$ cat src/rtl/tile_map_ctrl.sv
// Tile-map BRAM port owner: arbitrates video reads, game-logic req/ack accesses and a fill sequencer.
// Optional macro TILE_MAP_BOUNDS_CHECK_EN adds out-of-range checking for host and video coordinates.
module tile_map_ctrl #(
  parameter int COLS   = 20,
  parameter int ROWS   = 15,
  parameter int ADDR_W = 10,
  parameter int DATA_W = 4
) (
  input  logic              i_Clk,
  input  logic              i_Rst_n,
  input  logic              i_Vid_Active,
  input  logic [4:0]        i_Vid_Cell_X,
  input  logic [3:0]        i_Vid_Cell_Y,
  output logic [DATA_W-1:0] o_Vid_Tile,
  input  logic              i_Host_Req,
  input  logic              i_Host_We,
  input  logic [4:0]        i_Host_X,
  input  logic [3:0]        i_Host_Y,
  input  logic [DATA_W-1:0] i_Host_Wdata,
  output logic              o_Host_Ack,
  output logic [DATA_W-1:0] o_Host_Rdata,
  output logic              o_Host_Err,
  input  logic              i_Clear_Start,
  input  logic [DATA_W-1:0] i_Clear_Value,
  output logic              o_Busy,
  output logic [ADDR_W-1:0] o_Mem_Addr,
  output logic [DATA_W-1:0] o_Mem_Wdata,
  output logic              o_Mem_We,
  input  logic [DATA_W-1:0] i_Mem_Rdata
);

  localparam logic [ADDR_W-1:0] LAST_CELL = ADDR_W'(COLS * ROWS - 1);

  typedef enum logic [1:0] {IDLE, CLEAR, H_RD_WAIT, H_RD_CAP} state_t;

  state_t              state_r;
  logic                rst_meta_r;
  logic                rst_sync_r;
  logic [ADDR_W-1:0]   clr_cnt_r;
  logic [DATA_W-1:0]   clr_val_r;
  logic                wr_pend_r;
  logic                vid_v1_r;
  logic                vid_v2_r;
  logic                vid_oob1_r;
  logic                vid_oob2_r;
  logic [ADDR_W-1:0]   vid_addr_s;
  logic [ADDR_W-1:0]   host_addr_s;
  logic                vid_oob_s;
  logic                host_oob_s;
  logic                host_grant_s;

  function automatic logic [ADDR_W-1:0] cell_addr(input logic [3:0] y, input logic [4:0] x);
    logic [ADDR_W+8:0] full;
    full = (ADDR_W+9)'(y) * (ADDR_W+9)'(COLS) + (ADDR_W+9)'(x);
    return full[ADDR_W-1:0];
  endfunction

  // Address decode, range flags and host grant qualification
  always_comb begin
    vid_addr_s  = cell_addr(i_Vid_Cell_Y, i_Vid_Cell_X);
    host_addr_s = cell_addr(i_Host_Y, i_Host_X);
`ifdef TILE_MAP_BOUNDS_CHECK_EN
    vid_oob_s   = ({1'b0, i_Vid_Cell_X} >= 6'(COLS)) || ({1'b0, i_Vid_Cell_Y} >= 5'(ROWS));
    host_oob_s  = ({1'b0, i_Host_X} >= 6'(COLS)) || ({1'b0, i_Host_Y} >= 5'(ROWS));
`else
    vid_oob_s   = 1'b0;
    host_oob_s  = 1'b0;
`endif
    // A pending write ack or a visible ack blocks re-sampling of the still-held request
    host_grant_s = (state_r == IDLE) && i_Host_Req && !i_Vid_Active && !i_Clear_Start
                   && !wr_pend_r && !o_Host_Ack;
  end

  // Reset synchronizer: asynchronous assert, synchronous release
  always_ff @(posedge i_Clk or negedge i_Rst_n) begin
    if (!i_Rst_n) begin
      rst_meta_r <= 1'b0;
      rst_sync_r <= 1'b0;
    end else begin
      rst_meta_r <= 1'b1;
      rst_sync_r <= rst_meta_r;
    end
  end

  // Fixed three-cycle video read pipe
  always_ff @(posedge i_Clk or negedge rst_sync_r) begin
    if (!rst_sync_r) begin
      vid_v1_r   <= 1'b0;
      vid_v2_r   <= 1'b0;
      vid_oob1_r <= 1'b0;
      vid_oob2_r <= 1'b0;
      o_Vid_Tile <= {DATA_W{1'b0}};
    end else begin
      vid_v1_r   <= i_Vid_Active;
      vid_oob1_r <= i_Vid_Active & vid_oob_s;
      vid_v2_r   <= vid_v1_r;
      vid_oob2_r <= vid_oob1_r;
      if (vid_v2_r) begin
        o_Vid_Tile <= vid_oob2_r ? {DATA_W{1'b0}} : i_Mem_Rdata;
      end
    end
  end

  // Memory slot arbitration and control FSM
  always_ff @(posedge i_Clk or negedge rst_sync_r) begin
    if (!rst_sync_r) begin
      state_r      <= IDLE;
      clr_cnt_r    <= {ADDR_W{1'b0}};
      clr_val_r    <= {DATA_W{1'b0}};
      wr_pend_r    <= 1'b0;
      o_Busy       <= 1'b0;
      o_Host_Ack   <= 1'b0;
      o_Host_Err   <= 1'b0;
      o_Host_Rdata <= {DATA_W{1'b0}};
      o_Mem_Addr   <= {ADDR_W{1'b0}};
      o_Mem_Wdata  <= {DATA_W{1'b0}};
      o_Mem_We     <= 1'b0;
    end else begin
      o_Mem_We   <= 1'b0;
      o_Host_Ack <= wr_pend_r;
      o_Host_Err <= 1'b0;
      wr_pend_r  <= 1'b0;

      if (i_Vid_Active) begin
        o_Mem_Addr <= vid_addr_s;
      end else if (state_r == CLEAR) begin
        o_Mem_Addr  <= clr_cnt_r;
        o_Mem_Wdata <= clr_val_r;
        o_Mem_We    <= 1'b1;
      end else if (host_grant_s && !host_oob_s) begin
        o_Mem_Addr <= host_addr_s;
        o_Mem_We   <= i_Host_We;
        if (i_Host_We) begin
          o_Mem_Wdata <= i_Host_Wdata;
        end
      end

      case (state_r)
        IDLE: begin
          if (i_Clear_Start) begin
            clr_val_r <= i_Clear_Value;
            clr_cnt_r <= {ADDR_W{1'b0}};
            o_Busy    <= 1'b1;
            state_r   <= CLEAR;
          end else if (host_grant_s) begin
            if (host_oob_s) begin
              o_Host_Ack   <= 1'b1;
              o_Host_Err   <= 1'b1;
              o_Host_Rdata <= {DATA_W{1'b0}};
            end else if (i_Host_We) begin
              wr_pend_r <= 1'b1;
            end else begin
              state_r <= H_RD_WAIT;
            end
          end
        end
        CLEAR: begin
          // Video slots stall the sweep without advancing the counter
          if (!i_Vid_Active) begin
            if (clr_cnt_r == LAST_CELL) begin
              o_Busy  <= 1'b0;
              state_r <= IDLE;
            end else begin
              clr_cnt_r <= clr_cnt_r + {{(ADDR_W-1){1'b0}}, 1'b1};
            end
          end
        end
        H_RD_WAIT: begin
          state_r <= H_RD_CAP;
        end
        H_RD_CAP: begin
          o_Host_Rdata <= i_Mem_Rdata;
          o_Host_Ack   <= 1'b1;
          state_r      <= IDLE;
        end
        default: begin
          state_r <= IDLE;
        end
      endcase
    end
  end

endmodule

$ cat config.mk
export PLATFORM = sky130hd
export DESIGN_NAME = tile_map_ctrl
export DESIGN_NICKNAME = d
export VERILOG_FILES = /design/src/rtl/tile_map_ctrl.sv
export SDC_FILE = /design/constraint.sdc
export NUM_CORES = 1
export LEC_CHECK = 0
export CAP_MARGIN = 20
export CORE_AREA = 8 8 87 89
export DETAILED_ROUTE_END_ITERATION = 10
export DIE_AREA = 0 0 95 97
export PLACE_DENSITY_LB_ADDON = 0.08
export SYNTH_ARGS = -nofsm -noshare
export SYNTH_HDL_FRONTEND = slang
export SYNTH_SLANG_ARGS = --single-unit
$ cat constraint.sdc
create_clock -name i_Clk -period 1.51 [get_ports i_Clk]
set_clock_uncertainty 0.15 [all_clocks]
set_input_delay 0.3775 -clock i_Clk [delete_from_list [all_inputs] [get_ports i_Clk]]
set_output_delay 0.3775 -clock i_Clk [all_outputs]
set_load 0.05 [all_outputs]
==> results.rst, run 1 <==
.. list-table::
   :header-rows: 1

   * - Metric
     - Value
   * - Number of max-slew violations in the final report
     - 0
   * - Routed WL
     - 8.85 mm
   * - Overall overflow remaining after global route
     - 0
   * - Top post-synthesis cells by area
     - sky130_fd_sc_hd__dfrtp_1, sky130_fd_sc_hd__ha_1, sky130_fd_sc_hd__mux2_2
   * - Critical path capture point type
     - flop
   * - Final period demand of the worst path
     - 2170 ps
   * - Worst-case vdd ir drop
     - 1.09 mV
   * - Critical path data required time
     - 1540 ps
   * - Number of detailed-route iterations in the first pass
     - 5
   * - Count of cell types in the netlist
     - 54
   * - Tcrit/Tclk final
     - 144%
   * - Violated checks
     - setup timing
   * - First-pass GRT wire length
     - 13.7 mm
   * - HPWL Detailed
     - 5.86 mm
   * - CTS root buf
     - sky130_fd_sc_hd__clkbuf_8
   * - Maximum frequency from static timing analysis
     - 461 MHz
   * - Maximum number of pins on one net before global-route repair
     - 24
   * - Initial DRC count
     - 161
   * - Synth-to-layout area growth
     - 85.8%
   * - Average wire per cell in the routed design
     - 18.1 microns
   * - Total clock sinks
     - 46
   * - Number of setup violations in the final report
     - 33
   * - Total global routing track utilization
     - 18.4%
   * - Average vias per placed instance
     - 5.45
   * - Worst setup path category
     - primary input to flop
   * - Delay of the slowest critical-path stage
     - 550 ps
   * - Top-level I/O count
     - 62
   * - Crit path max fanout
     - 2
   * - Classification of the worst-slack hold path
     - primary input to asynchronous set/reset pin
   * - Overall die area
     - 9220 sq um
   * - Share of cells above drive strength 1
     - 56.9%
   * - # nets final
     - 467
   * - Design Power
     - 6.64 mW
   * - Detailed-route DRC error count
     - 0
   * - Accumulated negative setup slack
     - -7280 ps
   * - Antenna violations before repair
     - 0
   * - Clock transition at the registers of the reported paths
     - 90 ps
   * - Number of buffers on the longest clock path
     - 2
   * - Cell with the most instances after synthesis
     - sky130_fd_sc_hd__dfrtp_1
   * - Leading post-synthesis cells by instance count
     - sky130_fd_sc_hd__dfrtp_1, sky130_fd_sc_hd__nand2_1, sky130_fd_sc_hd__nor2_1
   * - Later-pin clock latency in the skew report
     - 300 ps
   * - Cell count after placement
     - 457
   * - Power per cell area
     - 1330 nW/um^2
   * - Vias in the first global route
     - 2814
   * - Port-buffer cells
     - 60
   * - Pleak
     - 2.19 nW
   * - Crit path launch type
     - primary input
   * - Setup repair after global routing missed its margin
     - true
   * - Arrival time of the worst setup path
     - 2200 ps
   * - Post-Route Utilization
     - 80.6%
   * - Outcome
     - finished, violations left
   * - Final hold vios
     - 0
   * - Height of the chip
     - 97 microns
   * - TritonCTS clock tree
     - done
   * - Sequential area share after synthesis
     - 42.8%
   * - Mapped Cells
     - 260
   * - Final Wtd Congestion
     - 0.868
   * - Filler instances
     - 349
   * - Number of register bits inferred by synthesis
     - 46
   * - Core outline area
     - 6200 sq um
   * - Async S/R FF share, synth
     - 100%
   * - Count of flip-flops with a built-in enable after synthesis
     - 0
   * - Number of buffers created by CTS
     - 5
   * - Via total after detailed routing
     - 2672
   * - Horizontal die dimension
     - 95 microns
   * - Number of max-cap violations
     - 0
   * - Master of the slowest instance on the critical path
     - sky130_fd_sc_hd__fa_1
   * - Synth warnings
     - 0
   * - Library cell with the largest summed area after synthesis
     - sky130_fd_sc_hd__dfrtp_1
   * - Post-synthesis area per instance
     - 10.4 sq um
   * - Number of H-tree branching levels
     - 2
   * - Antenna violation net count after detailed routing
     - 0
   * - Starting Density
     - 43.4%
   * - Most instantiated flip-flop cell in the synthesis netlist
     - sky130_fd_sc_hd__dfrtp_1
   * - Nets in the synthesized netlist
     - 315
   * - Most used cell, CP
     - sky130_fd_sc_hd__ha_4
   * - Count of placed standard cells in the final layout, fillers left out
     - 490
   * - Num rows
     - 29
   * - Cells traversed along the worst timing path
     - buf_8 > ha_4 > ha_4 > fa_1 > nand2_2 > or4_1 > a31oi_1 > a22oi_1
   * - Final critical-path setup slack
     - -658 ps
   * - Fraction of synthesized cell area taken by the top area cell type
     - 42.8%
   * - Cell Area, Synth
     - 2690 sq um
   * - Antenna diode instance count
     - 0
## flip-flops by register name, summed over array words and instances (netlist names), 2 cells and up
signal        cells
clr_cnt_r        10
clr_val_r         4
o_Host_Rdata      4
o_Mem_Addr       10
o_Mem_Wdata       4
o_Vid_Tile        4
state_r           2
## path summary, 6_finish.rpt
check / endpoint / depth (start not counted) / slack (ps) / start
worst max-delay path: o_Mem_Addr[8]$_DFFE_PN0P_ / 8 / -660 / i_Vid_Cell_Y[1]
min in group i_Clk: rst_sync_r$_DFF_PN0_ / 0 / 210 / rst_meta_r$_DFF_PN0_
worst max register to register: clr_cnt_r[5]$_DFFE_PN0P_ / 7 / -330 / clr_cnt_r[0]$_DFFE_PN0P_
worst min-delay path: rst_meta_r$_DFF_PN0_ / 1 / 80 / i_Rst_n
max in group asynchronous: o_Host_Ack$_DFF_PN0_ / 1 / 850 / rst_sync_r$_DFF_PN0_
worst min register to register: o_Host_Rdata[1]$_DFFE_PN0P_ / 1 / 90 / rst_sync_r$_DFF_PN0_
## cell type report
type	count	area, sq um	share of cell area (%)
clock buffers	6	72.6	1.45
repair buffers	155	1650	33.0
well taps	77	96.3	1.93
flip-flops and latches	46	1160	23.1
multi-input cells	195	1960	39.3
inverters	9	47.5	0.951
clock inverters	2	13.8	0.275
## critical path, delay by kind of cell
family	cells	cell delay, ps
compound gates	2	240
simple gates	2	550
buf+inv	1	100
fa+ha+maj	3	940
## logic make-up after synthesis
family,after synthesis,share of synthesized area (%)
adder cells (fa/ha/maj),19,9.95
multiplexers,13,5.39
AND/OR/NAND/NOR,75,15.6
other,2,0.279
AO/OA/AOI/OAI,69,17.3
buffers and inverters,20,3.53
flip-flops,46,42.8
XOR/XNOR,16,5.21
## what timing repair did
action                                  CTS  global route
endpoints found under the setup margin   38            38
gates resized for setup                 118            49
cloned                                    4             0
pin swaps                                53            52
buffers inserted                         19            10
hold buffers                              0             0
## where the power goes
part           internal (mW)  switching (mW)  leakage, nW  total (mW)
Sequential              1.57           0.365        0.563        1.94
Combinational           2.03            1.91         1.58        3.94
Clock                  0.327           0.433       0.0452       0.760
## layer usage
| metal | GRT usage, % | wire (microns) | vias up | part of all wire (%) |
|---|---|---|---|---|
| met2 | 31.6 | 4680 | 95 | 53 |
| met3 | 3.40 | 521 | 15 | 5.9 |
| met5 | 0 | 0 | - | 0 |
| li1 | - | - | 1246 | - |
| met1 | 22.1 | 3510 | 1316 | 40 |
| met4 | 5.89 | 146 | 0 | 1.6 |
## cells in the final DEF, fill, tap and decap left out, drive strengths merged, types with 3 or more instances in the layout
| cell | instances |
|---|---|
| a21o | 3 |
| a21oi | 19 |
| a22o | 3 |
| a2bb2oi | 3 |
| a31oi | 7 |
| and3 | 5 |
| and4 | 4 |
| buf | 129 |
| clkbuf | 6 |
| clkdlybuf4s50 | 18 |
| dfrtp | 46 |
| dlygate4sd2 | 6 |
| fa | 4 |
| ha | 15 |
| inv | 8 |
| mux2 | 12 |
| nand2 | 22 |
| nand2b | 4 |
| nand3 | 5 |
| nor2 | 21 |
| nor3 | 3 |
| o2111ai | 3 |
| o21ai | 12 |
| o22ai | 3 |
| o31ai | 3 |
| xnor2 | 6 |
| xor2 | 10 |
## per-stage QoR
step           cell area, sq um  worst slack, ps  hold slack, ps
4_1_cts                    4780             -684            73.4
2_1_floorplan              2850             -901           -68.1
3_3_place_gp               4230            -1450            94.6
6_report                   5000             -658            78.0
3_5_place_dp               4230            -1440            94.9
5_1_grt                    5000             -700            65.9
(Power assumes the default switching activity.)
==> run 2, diff against run 1 <==
CORE_AREA = 4 4 83 85   (was 8 8 87 89)
DIE_AREA = 0 0 87 89   (was 0 0 95 97)
==> run 2 against run 1 <==
Effect of this change:
- the flow still finishes with violations (setup timing)
- critical path depth is the same
- total power shrank 0.66%
- final area shrank 3.5%
- maximum frequency shrank 0.78%
- critical path type unchanged
- highest routed layer unchanged
==> results.rst, run 2 (synthesized netlist as in run 1, its figures left out) <==
.. list-table::
   :header-rows: 1

   * - Metric
     - Value
   * - Outcome
     - finished, violations left (unchanged)
   * - Violated checks
     - setup timing (unchanged)
   * - Top-level I/O count
     - 62 (unchanged)
   * - Final period demand of the worst path
     - 2190 ps (was 2170 ps)
   * - Worst reg2reg endpoint
     - clr_cnt_r[4]$_DFFE_PN0P_ (was clr_cnt_r[5]$_DFFE_PN0P_)
   * - Detailed-route DRC error count
     - 0 (unchanged)
   * - Critical path data required time
     - 1540 ps (about the same)
   * - Minimum setup slack after placement
     - -1480 ps (was -1440 ps)
   * - Combinational power share
     - 56.6% (was 59.4%)
   * - Synth-to-layout area growth
     - 79.3% (was 85.8%)
   * - Overall overflow remaining after global route
     - 0 (unchanged)
   * - Total global routing track utilization
     - 21.2% (was 18.4%)
   * - Filler instances
     - 384 (was 349)
   * - Height of the chip
     - 89 microns (was 97 microns)
   * - Maximum number of pins on one net before global-route repair
     - 31 (was 24)
   * - Number of H-tree branching levels
     - 2 (unchanged)
   * - Clock transition at the registers of the reported paths
     - 90 ps (about the same)
   * - Delay of the slowest critical-path stage
     - 550 ps (about the same)
   * - Count of placed standard cells in the final layout, fillers left out
     - 486 (was 490)
   * - Master of the slowest instance on the critical path
     - sky130_fd_sc_hd__fa_1 (unchanged)
   * - # nets final
     - 463 (was 467)
   * - Later-pin clock latency in the skew report
     - 300 ps (about the same)
   * - Routed WL
     - 8.30 mm (was 8.85 mm)
   * - Number of max-cap violations
     - 0 (unchanged)
   * - TritonCTS clock tree
     - done (unchanged)
   * - Most frequent cells in the layout
     - sky130_fd_sc_hd__buf_4, sky130_fd_sc_hd__dfrtp_1, sky130_fd_sc_hd__buf_12, sky130_fd_sc_hd__nand2_1, sky130_fd_sc_hd__clkdlybuf4s50_1 (was sky130_fd_sc_hd__buf_4, sky130_fd_sc_hd__dfrtp_1, sky130_fd_sc_hd__buf_6, sky130_fd_sc_hd__buf_12, sky130_fd_sc_hd__nand2_1)
   * - Number of buffers on the longest clock path
     - 2 (unchanged)
   * - Largest registers
     - clr_cnt_r x10, o_Mem_Addr x10 (unchanged)
   * - Num rows
     - 29 (unchanged)
   * - Total clock sinks
     - 46 (unchanged)
   * - Vias in the first global route
     - 2591 (was 2814)
   * - Horizontal die dimension
     - 87 microns (was 95 microns)
   * - Port-buffer cells
     - 60 (unchanged)
   * - Critical Path Sink
     - o_Mem_Addr[8]$_DFFE_PN0P_ (unchanged)
   * - Number of setup violations in the final report
     - 31 (was 33)
   * - Cells traversed along the worst timing path
     - buf_8 > ha_4 > ha_4 > fa_1 > nand2_2 > or4_4 > a31oi_1 > a22oi_1 (was buf_8 > ha_4 > ha_4 > fa_1 > nand2_2 > or4_1 > a31oi_1 > a22oi_1)
   * - Antenna violation net count after detailed routing
     - 0 (unchanged)
   * - Post-Route Utilization
     - 77.8% (was 80.6%)
   * - Antenna violations before repair
     - 0 (unchanged)
   * - Launching point of the worst reg2reg path
     - clr_cnt_r[0]$_DFFE_PN0P_ (unchanged)
   * - Crit path launch type
     - primary input (unchanged)
   * - Antenna diode instance count
     - 0 (unchanged)
   * - Crit path max fanout
     - 2 (unchanged)
   * - Most used cell, CP
     - sky130_fd_sc_hd__ha_4 (unchanged)
   * - Core outline area
     - 6200 sq um (unchanged)
   * - Worst-case vdd ir drop
     - 1.02 mV (was 1.09 mV)
   * - Pleak
     - 2.14 nW (was 2.19 nW)
   * - Via total after detailed routing
     - 2611 (was 2672)
   * - Cell count after placement
     - 459 (was 457)
   * - HPWL Detailed
     - 5.67 mm (was 5.86 mm)
   * - Number of max-slew violations in the final report
     - 0 (unchanged)
   * - Commonest non-fill, non-tap cell in the layout
     - sky130_fd_sc_hd__buf_4 (unchanged)
   * - Tcrit/Tclk final
     - 145% (was 144%)
   * - Setup slack on the worst flop-to-flop path
     - -360 ps (was -330 ps)
   * - Final Wtd Congestion
     - 0.867 (was 0.868)
   * - Worst setup path category
     - primary input to flop (unchanged)
   * - Power per cell area
     - 1370 nW/um^2 (was 1330 nW/um^2)
   * - Average vias per placed instance
     - 5.37 (was 5.45)
   * - Starting Density
     - 43.4% (unchanged)
   * - Overall die area
     - 7740 sq um (was 9220 sq um)
   * - Clock Power Share
     - 14.1% (was 11.5%)
   * - Number of hold-repair buffers added at the cts stage
     - 0 (unchanged)
   * - Net Switching
     - 2.59 mW (was 2.71 mW)
   * - Length in cells of the worst reg-to-reg path
     - 7 (unchanged)
   * - Net switching fraction of the power
     - 39.4% (was 40.8%)
   * - Critical path origin
     - i_Vid_Cell_Y[1] (unchanged)
   * - First-pass GRT wire length
     - 12.8 mm (was 13.7 mm)
   * - CTS root buf
     - sky130_fd_sc_hd__clkbuf_8 (unchanged)
   * - Setup repair after global routing missed its margin
     - true (unchanged)
   * - Arrival time of the worst setup path
     - 2210 ps (was 2200 ps)
   * - Number of detailed-route iterations in the first pass
     - 4 (was 5)
   * - Final critical-path setup slack
     - -675 ps (was -658 ps)
   * - Classification of the worst-slack hold path
     - flop to asynchronous set/reset pin (was primary input to asynchronous set/reset pin)
   * - Sequential cell fraction of total power
     - 29.3% (was 29.2%)
   * - Share of cells above drive strength 1
     - 50.6% (was 56.9%)
   * - Maximum frequency from static timing analysis
     - 458 MHz (was 461 MHz)
   * - Critical path capture point type
     - flop (unchanged)
   * - Internal portion of total power
     - 4.00 mW (was 3.93 mW)
   * - Average wire per cell in the routed design
     - 17.1 microns (was 18.1 microns)
   * - Number of buffers created by CTS
     - 5 (unchanged)
   * - Initial DRC count
     - 144 (was 161)
   * - Tightest hold margin
     - 19.5 ps (was 78.0 ps)
   * - Final hold vios
     - 0 (unchanged)
   * - Accumulated negative setup slack
     - -8510 ps (was -7280 ps)
run 2: changes by cell type in the layout (fill, tap and decap cells not counted), moves of 3 or more:
cell,change
sky130_fd_sc_hd__a21oi_1,+5
sky130_fd_sc_hd__a21oi_2,-4
sky130_fd_sc_hd__buf_4,+8
sky130_fd_sc_hd__buf_6,-12
sky130_fd_sc_hd__nand3_1,+3
sky130_fd_sc_hd__nor2_1,+4
sky130_fd_sc_hd__nor2_2,-3
sky130_fd_sc_hd__o21ai_0,+3
sky130_fd_sc_hd__o21ai_1,-3
run 2: final cells by class:
class,count,area [sq um],share of cell area (%)
inverters,9,46.3,0.959
well taps,77,96.3,2.00
multi-input cells,195,1830,37.9
clock buffers,5,68.8,1.43
clock inverters,3,43.8,0.907
flip-flops and latches,46,1160,24.0
repair buffers,151,1590,32.8
run 2: how the worst min path moves through the flow:
stage / slack, ps / cells after the start / endpoint / startpoint
after global routing: 50 / 0 / o_Mem_Addr[0]$_DFFE_PN0P_ / rst_sync_r$_DFF_PN0_
after global placement: 30 / 0 / o_Host_Rdata[2]$_DFFE_PN0P_ / rst_sync_r$_DFF_PN0_
after CTS: 40 / 0 / o_Mem_Addr[2]$_DFFE_PN0P_ / rst_sync_r$_DFF_PN0_
final: 20 / 0 / o_Mem_Addr[0]$_DFFE_PN0P_ / rst_sync_r$_DFF_PN0_
after floorplan: -70 / 0 / rst_meta_r$_DFF_PN0_ / i_Rst_n
after detailed placement: 30 / 0 / o_Host_Rdata[2]$_DFFE_PN0P_ / rst_sync_r$_DFF_PN0_
run 2: critical path, delay by kind of cell:
family / cells / cell delay (ps)
adders and majority gates: 3 / 940
AOI/OAI and AO/OA: 2 / 260
buffers and inverters: 1 / 100
and+or+nand+nor: 2 / 540
run 2: per-layer routing:
metal | vias up | wire (microns) | track usage, %
li1 | 1246 | - | -
met1 | 1271 | 3500 | 27.9
met2 | 78 | 4250 | 36.9
met3 | 16 | 412 | 3.04
met4 | 0 | 140 | 5.10
met5 | - | 0 | 0
run 2: timing repair:
item	CTS	global route
pin swaps	31	23
gates resized for setup	103	23
buffers inserted	10	10
endpoints found under the setup margin	38	37
cloned	2	0
run 2: power by group through the flow:
stage / clock (mW) / combinational, mW / sequential, mW
5_1_grt: 0.993 / 3.92 / 1.97
4_1_cts: 0.934 / 3.54 / 1.92
3_5_place_dp: 0 / 3.34 / 1.94
3_3_place_gp: 0 / 3.30 / 1.92
2_1_floorplan: 0 / 0.943 / 2.59
6_report: 0.932 / 3.73 / 1.93
run 2: per-stage QoR:
step / area (sq um) / power [mW]
floorplan: 2850 / 3.54
global placement: 4260 / 5.22
detailed placement: 4260 / 5.28
CTS: 4660 / 6.39
global route: 4830 / 6.89
finish: 4830 / 6.59
